==> src/rtl/slice_lane_collector_if.sv <==
// Slice input stream (parity stage -> collector) and lane output stream (collector -> permutation).
// The slave modport is the collector's view; master is the surrounding environment.
interface slice_lane_collector_if #(
    parameter int SLICE_W = 25,
    parameter int DEPTH   = 64,
    parameter int IDX_W   = 5
);
    logic               in_valid;
    logic               in_ready;
    logic [SLICE_W-1:0] in_slice;
    logic               out_valid;
    logic               out_ready;
    logic [DEPTH-1:0]   out_lane;
    logic [IDX_W-1:0]   out_idx;
    logic               out_last;

    modport master (
        output in_valid, in_slice, out_ready,
        input  in_ready, out_valid, out_lane, out_idx, out_last
    );

    modport slave (
        input  in_valid, in_slice, out_ready,
        output in_ready, out_valid, out_lane, out_idx, out_last
    );
endinterface

==> src/rtl/slice_lane_collector.sv <==
// Transposes 64 x 25-bit slices into 25 x 64-bit lanes and streams them out; lane 0 is valid the
// cycle after the last slice write, out_lane/out_idx hold steady while out_ready is low.
module slice_lane_collector #(
    parameter int SLICE_W = 25,
    parameter int DEPTH   = 64,
    parameter int IDX_W   = 5
) (
    input  logic                  clk,
    input  logic                  reset,
    input  logic                  start,
    output logic                  frame_done,
    output logic                  busy,
    output logic                  stray_err,
    slice_lane_collector_if.slave bus
);
    localparam int ADDR_W = $clog2(DEPTH);
    localparam int CNT_W  = ADDR_W + 1;

    typedef enum logic [1:0] {
        IDLE,
        COLLECT,
        DRAIN,
        DONE
    } state_t;

    state_t             state;
    logic [CNT_W-1:0]   slice_cnt;
    logic [IDX_W-1:0]   lane_cnt;
    logic               in_ready_q;
    logic               out_valid_q;
    logic [DEPTH-1:0]   store [SLICE_W];

    logic               wr;
    logic               xfer;
    logic               last_slice;
    logic               last_lane;
    logic [ADDR_W-1:0]  waddr;

    assign wr         = bus.in_valid & in_ready_q;
    assign xfer       = out_valid_q & bus.out_ready;
    assign last_slice = (slice_cnt == CNT_W'(DEPTH - 1));
    assign last_lane  = (lane_cnt == IDX_W'(SLICE_W - 1));
    assign waddr      = slice_cnt[ADDR_W-1:0];

    always_ff @(posedge clk or posedge reset) begin
        if (reset) begin
            state       <= IDLE;
            slice_cnt   <= '0;
            lane_cnt    <= '0;
            in_ready_q  <= 1'b0;
            out_valid_q <= 1'b0;
            frame_done  <= 1'b0;
            busy        <= 1'b0;
            stray_err   <= 1'b0;
        end else begin
            frame_done <= 1'b0;
            case (state)
                IDLE: begin
                    if (start) begin
                        state      <= COLLECT;
                        slice_cnt  <= '0;
                        in_ready_q <= 1'b1;
                        busy       <= 1'b1;
                    end
                end
                COLLECT: begin
                    if (wr) begin
                        slice_cnt <= slice_cnt + 1'b1;
                        if (last_slice) begin
                            state       <= DRAIN;
                            lane_cnt    <= '0;
                            in_ready_q  <= 1'b0;
                            out_valid_q <= 1'b1;
                        end
                    end
                end
                DRAIN: begin
                    if (xfer) begin
                        if (last_lane) begin
                            state       <= DONE;
                            out_valid_q <= 1'b0;
                            frame_done  <= 1'b1;
                        end else begin
                            lane_cnt <= lane_cnt + 1'b1;
                        end
                    end
                end
                DONE: begin
                    state <= IDLE;
                    busy  <= 1'b0;
                end
                default: begin
                    state <= IDLE;
                end
            endcase

            // A slice arriving alongside start is still a stray: the set wins over the clear.
            if (state == IDLE && start) begin
                stray_err <= bus.in_valid;
            end else if (bus.in_valid && !in_ready_q) begin
                stray_err <= 1'b1;
            end
        end
    end

    // Storage carries no reset; stale contents are never visible outside DRAIN.
    always_ff @(posedge clk) begin
        if (wr) begin
            for (int k = 0; k < SLICE_W; k++) begin
                store[k][waddr] <= bus.in_slice[k];
            end
        end
    end

    always_comb begin
        bus.out_lane = '0;
        bus.out_idx  = '0;
        if (out_valid_q) begin
            bus.out_lane = store[lane_cnt];
            bus.out_idx  = lane_cnt;
        end
    end

    assign bus.in_ready  = in_ready_q;
    assign bus.out_valid = out_valid_q;
    assign bus.out_last  = out_valid_q & last_lane;

endmodule
==> src/flat_wrapper.sv <==
// flat-port wrapper written by rule: the top's interface ports become plain ports
module slice_lane_collector_flat 
#(
    parameter int SLICE_W = 25,
    parameter int DEPTH   = 64,
    parameter int IDX_W   = 5
)
  (clk, reset, start, frame_done, busy, stray_err, bus_in_valid, bus_in_slice, bus_out_ready, bus_in_ready, bus_out_valid, bus_out_lane, bus_out_idx, bus_out_last);
  slice_lane_collector_if #(.SLICE_W(SLICE_W), .DEPTH(DEPTH), .IDX_W(IDX_W)) bus_i ();
  input  logic clk;
  input  logic reset;
  input  logic start;
  output logic frame_done;
  output logic busy;
  output logic stray_err;
  input wire logic [$bits(bus_i.in_valid)-1:0] bus_in_valid;
  input wire logic [$bits(bus_i.in_slice)-1:0] bus_in_slice;
  input wire logic [$bits(bus_i.out_ready)-1:0] bus_out_ready;
  output wire logic [$bits(bus_i.in_ready)-1:0] bus_in_ready;
  output wire logic [$bits(bus_i.out_valid)-1:0] bus_out_valid;
  output wire logic [$bits(bus_i.out_lane)-1:0] bus_out_lane;
  output wire logic [$bits(bus_i.out_idx)-1:0] bus_out_idx;
  output wire logic [$bits(bus_i.out_last)-1:0] bus_out_last;
  assign bus_i.in_valid = bus_in_valid;
  assign bus_i.in_slice = bus_in_slice;
  assign bus_i.out_ready = bus_out_ready;
  assign bus_in_ready = bus_i.in_ready;
  assign bus_out_valid = bus_i.out_valid;
  assign bus_out_lane = bus_i.out_lane;
  assign bus_out_idx = bus_i.out_idx;
  assign bus_out_last = bus_i.out_last;
  slice_lane_collector #(.SLICE_W(SLICE_W), .DEPTH(DEPTH), .IDX_W(IDX_W)) u_core (.clk(clk), .reset(reset), .start(start), .frame_done(frame_done), .busy(busy), .stray_err(stray_err), .bus(bus_i));
endmodule
==> config.mk <==
export PLATFORM = sky130hd
export DESIGN_NAME = slice_lane_collector_flat
export DESIGN_NICKNAME = d
export VERILOG_FILES = /design/src/rtl/slice_lane_collector_if.sv /design/src/rtl/slice_lane_collector.sv /design/src/flat_wrapper.sv
export SDC_FILE = /design/constraint.sdc
export NUM_CORES = 2
export LEC_CHECK = 0
export ABC_AREA = 1
export CAP_MARGIN = 20
export CORE_AREA = 2 2 454 456
export CTS_CLUSTER_SIZE = 12
export DETAILED_ROUTE_END_ITERATION = 10
export DIE_AREA = 0 0 456 458
export GPL_ROUTABILITY_DRIVEN = 0
export PLACE_DENSITY = 0.48
export SLEW_MARGIN = 10
export SYNTH_ARGS = -nofsm -noshare
export SYNTH_HDL_FRONTEND = slang
export SYNTH_SLANG_ARGS = --single-unit
==> constraint.sdc <==
create_clock -name clk -period 5.3 [get_ports clk]
set_clock_uncertainty 0.05 [all_clocks]
set_input_delay 0.53 -clock clk [delete_from_list [all_inputs] [get_ports clk]]
set_output_delay 0.53 -clock clk [all_outputs]
set_load 0.005 [all_outputs]
Word level (Yosys, flattened, before mapping)
Memories as Yosys holds them, arrays and structs flattened.
Index checks and enable logic that the tools add are counted.
{"block": "op_classes", "add_sub_neg": 2, "bitwise": 3, "order_cmp": 2, "n_eq_ne": 11, "muxes": 35, "n_reduce_logical": 15}
{"cell": "64-bit 2-to-1 mux", "n": 2}
{"cell": "5-bit 2-to-1 mux", "n": 5}
{"cell": "5-bit AND reduction", "n": 3}
{"cell": "1-bit 2-to-1 mux", "n": 14}
{"cell": "7-bit 2-to-1 mux", "n": 2}
{"cell": "7-bit one-hot mux with 2 select lines", "n": 1}
{"cell": "2-bit 2-to-1 mux", "n": 5}
{"cell": "5-bit one-hot mux with 2 select lines", "n": 1}
{"cell": "2-bit by 1-bit inequality test with 1-bit output, second input constant", "n": 4}
{"cell": "2-bit one-hot mux with 4 select lines", "n": 1}
{"cell": "2-bit nonzero test", "n": 4}
{"cell": "7-bit by 1-bit adder with 7-bit output, second input constant", "n": 1}
{"cell": "7-bit by 6-bit equality test with 1-bit output, second input constant", "n": 1}
{"cell": "6-bit by 7-bit less-than comparator with 1-bit output, second input constant", "n": 1}
{"cell": "1-bit demux with 6-bit select", "n": 1}
{"cell": "6-bit by 1-bit >= comparator with 1-bit output, second input constant", "n": 1}
{"cell": "1-bit one-hot mux with 2 select lines", "n": 3}
{"cell": "5-bit by 1-bit adder with 5-bit output, second input constant", "n": 1}
{"cell": "5-bit equality test, second input constant", "n": 1}
{"cell": "2-bit equality test, second input constant", "n": 2}
{"cell": "2-bit inequality test, second input constant", "n": 2}
{"cell": "4-bit AND reduction", "n": 1}
{"cell": "1-bit bitwise AND", "n": 3}
{"cell": "1-bit logical AND", "n": 3}
{"cell": "5 further kinds", "n": 5}
{"block": "totals", "mem_count": 1, "word_cells": 77, "ramBits": 1600, "input_bits": 30, "output_inout_bits": 75, "ff_bits": 19}
{"name": "u_core.store", "depth": 25, "word_bits": 64, "read_ports": 1, "rd_clocked_by_memory_dff": 0, "write_ports": 25, "line": "slice_lane_collector.sv:31", "text": "logic [DEPTH-1:0] store [SLICE_W];"}

Longest topological paths before layout
{"block": "depth", "ltp_word": 5, "mapped_depth": 14, "ltp_nobuf": 10}

Worst setup path after synthesis
OpenSTA, ideal clock, no wires.
{"block": "synth_timing", "kind": "in2reg", "start": "input port bus_in_valid", "end": "memory u_core.store[0][14], enable pin", "required_time_ps": 4843, "arrival_ps": 2108, "cell_stages": 4, "slack_ps": 2735, "n_path_buf": 0, "setup_time_ps": 407, "cell_sequence": "nand2_1 nor2_1 nand3_1 nor2_1"}
{"element": "from (decl)", "line": "flat_wrapper.sv:16", "text": "input wire logic [$bits(bus_i.in_valid)-1:0] bus_in_valid;"}
{"element": "to (decl)", "line": "slice_lane_collector.sv:31"}

Final worst setup path
{"block": "layout_timing", "start": "register u_core.lane_cnt[0]", "end": "output port bus_out_lane[39]"}
{"block": "layout_between", "elab_chain_len": 2}
{"element": "from (decl)", "line": "slice_lane_collector.sv:28", "text": "logic [IDX_W-1:0] lane_cnt;"}
{"element": "from (signal assigned)", "line": "slice_lane_collector.sv:84", "text": "lane_cnt <= lane_cnt + 1'b1;"}
{"element": "memory read 25 x 64 bit"}
{"element": "64-bit 2-to-1 mux", "line": "slice_lane_collector.sv:118", "text": "if (out_valid_q) begin"}
{"element": "to (decl)", "line": "flat_wrapper.sv:21", "text": "output wire logic [$bits(bus_i.out_lane)-1:0] bus_out_lane;"}
Every way passes these cells.

==> impl_metrics.xml <==
<?xml version="1.0" encoding="UTF-8"?>
<metrics>
  <group name="run_status">
    <metric name="outcome" unit="">finished, final reports clean</metric>
  </group>
  <group name="placement">
    <metric name="placed_cells" unit="">7866</metric>
    <metric name="port-buffer-count" unit="">104</metric>
    <metric name="dpl_worst_slack" unit="ns">1.30</metric>
    <metric name="hpwlAfterDp" unit="um">94800</metric>
  </group>
  <group name="global_route">
    <metric name="grt_pass1_vias" unit="">39305</metric>
    <metric name="grt_use_met3" unit="%">2.46</metric>
    <metric name="grt_first_pass_wirelength" unit="um">280000</metric>
    <metric name="gr_layer_usage_met1" unit="%">24.9</metric>
    <metric name="overflow" unit="">0</metric>
    <metric name="antenna_found_initial" unit="">22</metric>
    <metric name="grt_max_degree" unit="">269</metric>
    <metric name="use_met2" unit="%">29.7</metric>
    <metric name="gr-max-usage-layer" unit="">met2</metric>
    <metric name="gr-usage-all-layers" unit="%">18.2</metric>
  </group>
  <group name="detailed_routing">
    <metric name="drt_iter0_markers" unit="">4426</metric>
    <metric name="wl_per_cell" unit="um">23.6</metric>
    <metric name="detail_route.wirelength" unit="um">193000</metric>
    <metric name="vias" unit="">41140</metric>
    <metric name="route.antenna.remaining_nets" unit="">0</metric>
    <metric name="post_route_drc_violation_count" unit="">0</metric>
    <metric name="avgViaCountPerCell" unit="">5.02</metric>
    <metric name="drtPass1Iterations" unit="">6</metric>
  </group>
  <group name="sta">
    <metric name="worstMarginPinSlew" unit="ns">1.15</metric>
    <metric name="setup_viol" unit="">0</metric>
    <metric name="finalWorstPathRequiredPeriod" unit="ns">4.79</metric>
    <metric name="final_max_tran_viols" unit="">0</metric>
    <metric name="max_freq" unit="GHz">0.209</metric>
    <metric name="slew-limit-headroom" unit="%">23.4</metric>
    <metric name="rsz0062_at_grt" unit="">false</metric>
    <metric name="final_critical_path_setup_slack" unit="ns">0.513</metric>
    <metric name="sum_neg_setup_slack" unit="ns">0</metric>
    <metric name="final_min_period_over_clock_period" unit="%">90.3</metric>
    <metric name="finalHoldViolations" unit="">0</metric>
  </group>
  <group name="yosys">
    <metric name="area_contributors_post_synth" unit="">edfxtp_1, nand2_1, nor2_1</metric>
    <metric name="post-synth-top-count-cell" unit="">edfxtp_1</metric>
    <metric name="ys.warnings.count" unit="">0</metric>
    <metric name="synth_enable_flop_cells" unit="">1600</metric>
    <metric name="syn-num-nets" unit="">5305</metric>
    <metric name="netlist_top_cells_count" unit="">edfxtp_1, nand2_1, nor2_1, nand3_1, o21ai_0</metric>
    <metric name="ys_seq_area_share" unit="%">74.6</metric>
    <metric name="netlist.area_leader.share" unit="%">73.9</metric>
    <metric name="synth.ff_latch_count" unit="">1619</metric>
    <metric name="synth_area" unit="um^2">65000</metric>
    <metric name="dominantRegCellSynth" unit="">edfxtp_1</metric>
    <metric name="async_reset_ff_share" unit="%">1.17</metric>
    <metric name="synthesized_area_per_cell" unit="um^2">12.3</metric>
    <metric name="synthDominantAreaCellType" unit="">edfxtp_1</metric>
    <metric name="netlist_instances" unit="">5268</metric>
    <metric name="synth.distinct_cells" unit="">28</metric>
  </group>
  <group name="finish">
    <metric name="fill_cells" unit="">19555</metric>
    <metric name="synthToLayoutAreaGrowth" unit="%">14.7</metric>
    <metric name="nets" unit="">5391</metric>
    <metric name="drive_above_1_share" unit="%">8.50</metric>
    <metric name="finish.cell_count_without_fillers" unit="">8192</metric>
  </group>
  <group name="setup_path">
    <metric name="critical_path_peak_fanout" unit="">268</metric>
    <metric name="crit_path_start_kind" unit="">flop</metric>
    <metric name="cp_data_required_time" unit="ns">4.72</metric>
    <metric name="crit_path_capture_type" unit="">output pin</metric>
    <metric name="arrival" unit="ns">4.21</metric>
    <metric name="critPathKind" unit="">flop to output pin</metric>
  </group>
  <group name="floorplan">
    <metric name="design.portCount" unit="">105</metric>
    <metric name="fp-row-count" unit="">166</metric>
    <metric name="dieWidth" unit="um">456</metric>
    <metric name="fp.dieArea" unit="um^2">209000</metric>
    <metric name="fp.coreArea" unit="um^2">204000</metric>
    <metric name="die_h" unit="um">458</metric>
    <metric name="effective_utilization_at_floorplan" unit="%">31.9</metric>
  </group>
  <group name="clock_network">
    <metric name="cts_num_sinks" unit="">1619</metric>
    <metric name="cts_made_buffers" unit="">173</metric>
    <metric name="clk-insertion-delay-late" unit="ns">0.81</metric>
    <metric name="worst_setup_hold_path_clk_slew" unit="ns">0.06</metric>
    <metric name="cts_post_setup_buffers_inserted" unit="">0</metric>
    <metric name="cts.hold.buffers_added" unit="">0</metric>
    <metric name="ctsResizeCount" unit="">0</metric>
    <metric name="clk_root_buffer_cell" unit="">clkbuf_16</metric>
    <metric name="cts_tree" unit="">done</metric>
    <metric name="cts-root-to-sink-buffers" unit="">3</metric>
    <metric name="cts_htree_levels" unit="">4</metric>
  </group>
  <group name="pwr">
    <metric name="power_density" unit="nW/um^2">441</metric>
    <metric name="report.power.total" unit="mW">32.8</metric>
    <metric name="power.ir.vdd_worst" unit="mV">0.415</metric>
    <metric name="power.static_leakage" unit="nW">25.1</metric>
  </group>
  <group name="run">
    <metric name="drv.max_cap_violation_count" unit="">0</metric>
  </group>
  <group name="min_path">
    <metric name="hold_path_class" unit="">input port to flop</metric>
  </group>
</metrics>
## sequential cells by signal, indices dropped and copies added, names as in the netlist
name and cells:
u_core.store 1600, u_core.frame_done 1, u_core.state 2, u_core.stray_err 1, u_core.busy 1, u_core.bus.in_ready 1, u_core.lane_cnt 5, u_core.bus.out_valid 1
u_core.slice_cnt 7
## routing by layer
| metal | vias up | part of all wire, % |
|---|---|---|
| li1 | 18962 | - |
| met1 | 20687 | 44 |
| met2 | 1212 | 48 |
| met3 | 275 | 5.1 |
| met4 | 4 | 2.9 |
| met5 | - | 0.021 |
## power breakdown
part           leakage [nW]  switching [mW]  internal, mW
sequential             14.6           0.168          14.2
combinational          7.86            4.64          2.17
clock                  2.64            5.07          6.60
total                  25.1            9.88          23.0
## critical path: stages (launching register included)
cell,delay [ns]
dfrtp_4,0.58
inv_16,0.63
buf_12,0.38
nor2_1,0.08
o21ai_1,0.30
nand2_1,0.13
nand2_1,0.09
inv_1,0.04
nand2_1,0.05
nand2_1,0.05
nand2_1,0.27
clkdlybuf4s50_1,0.58
## cell usage in the layout, fill, tap and decap left out
cell type and instances:
ha_1 7, nor2_1 773, nand4_1 1, bufinv_16 7, inv_6 2, clkbuf_1 55
nor2_4 1, clkinv_8 5, edfxtp_1 1600, buf_4 153, dfrtp_1 16, nor3_1 4
xor2_1 3, nor2_2 64, inv_16 3, buf_8 1, inv_8 2, inv_4 3
a21o_1 1, buf_12 13, dfrtp_4 3, nor3b_1 1, clkdlybuf4s50_1 79, o211ai_1 189
clkinv_1 44, clkbuf_8 10, o21ai_0 514, diode_2 7, xnor2_1 1, or2_2 3
nand3_1 535, o21ai_1 135, clkinv_2 17, nand2_1 962, a21oi_1 2, clkinv_16 5
clkbuf_16 175, inv_1 108
## cells by family (layout without fill, tap and decap cells)
group / count (synthesis) / after routing / synth area share, %
flops: 1619 / 1619 / 74.6
other cells: 0 / 7 / 0
xor+xnor: 4 / 4 / 0.0539
simple gates: 2344 / 2344 / 14.6
fa+ha+maj: 7 / 7 / 0.135
compound gates: 841 / 841 / 7.21
buf+inv: 453 / 682 / 3.36
## through the flow
step	area (um^2)	utilization [%]	hold WS (ns)
3_3_place_gp	69000	33.9	0.494
5_1_grt	74500	36.6	0.0801
3_5_place_dp	69000	33.9	0.505
6_report	74500	36.6	0.0909
2_1_floorplan	65000	-	0.423
4_1_cts	74500	36.6	0.0470
## worst paths after layout
path                                          from             endpoint  slack, ns  depth (start not counted)
worst max-delay path            u_core.lane_cnt[0]     bus_out_lane[39]       0.51                         11
worst min-delay path               bus_in_slice[8]  u_core.store[8][12]       0.09                          1
worst max register to register  u_core.lane_cnt[1]   u_core.lane_cnt[0]       2.25                          8
worst min register to register     u_core.state[0]      u_core.state[0]       0.52                          2
max in group asynchronous                    reset   u_core.lane_cnt[2]       4.13                          2
min in group asynchronous                    reset  u_core.slice_cnt[4]       0.45                          2
## area by class of cell
class	instances	area [um^2]	area share (%)
diodes	7	17.5	0.0235
clock buffers	240	4720	6.34
clock inverters	78	733	0.984
inverters	118	483	0.648
multi-input cells	3196	14500	19.4
flip-flops and latches	1619	48500	65.1
well taps	2688	3360	4.51
repair buffers	246	2210	2.97
Power figures use the tool's default switching activity.
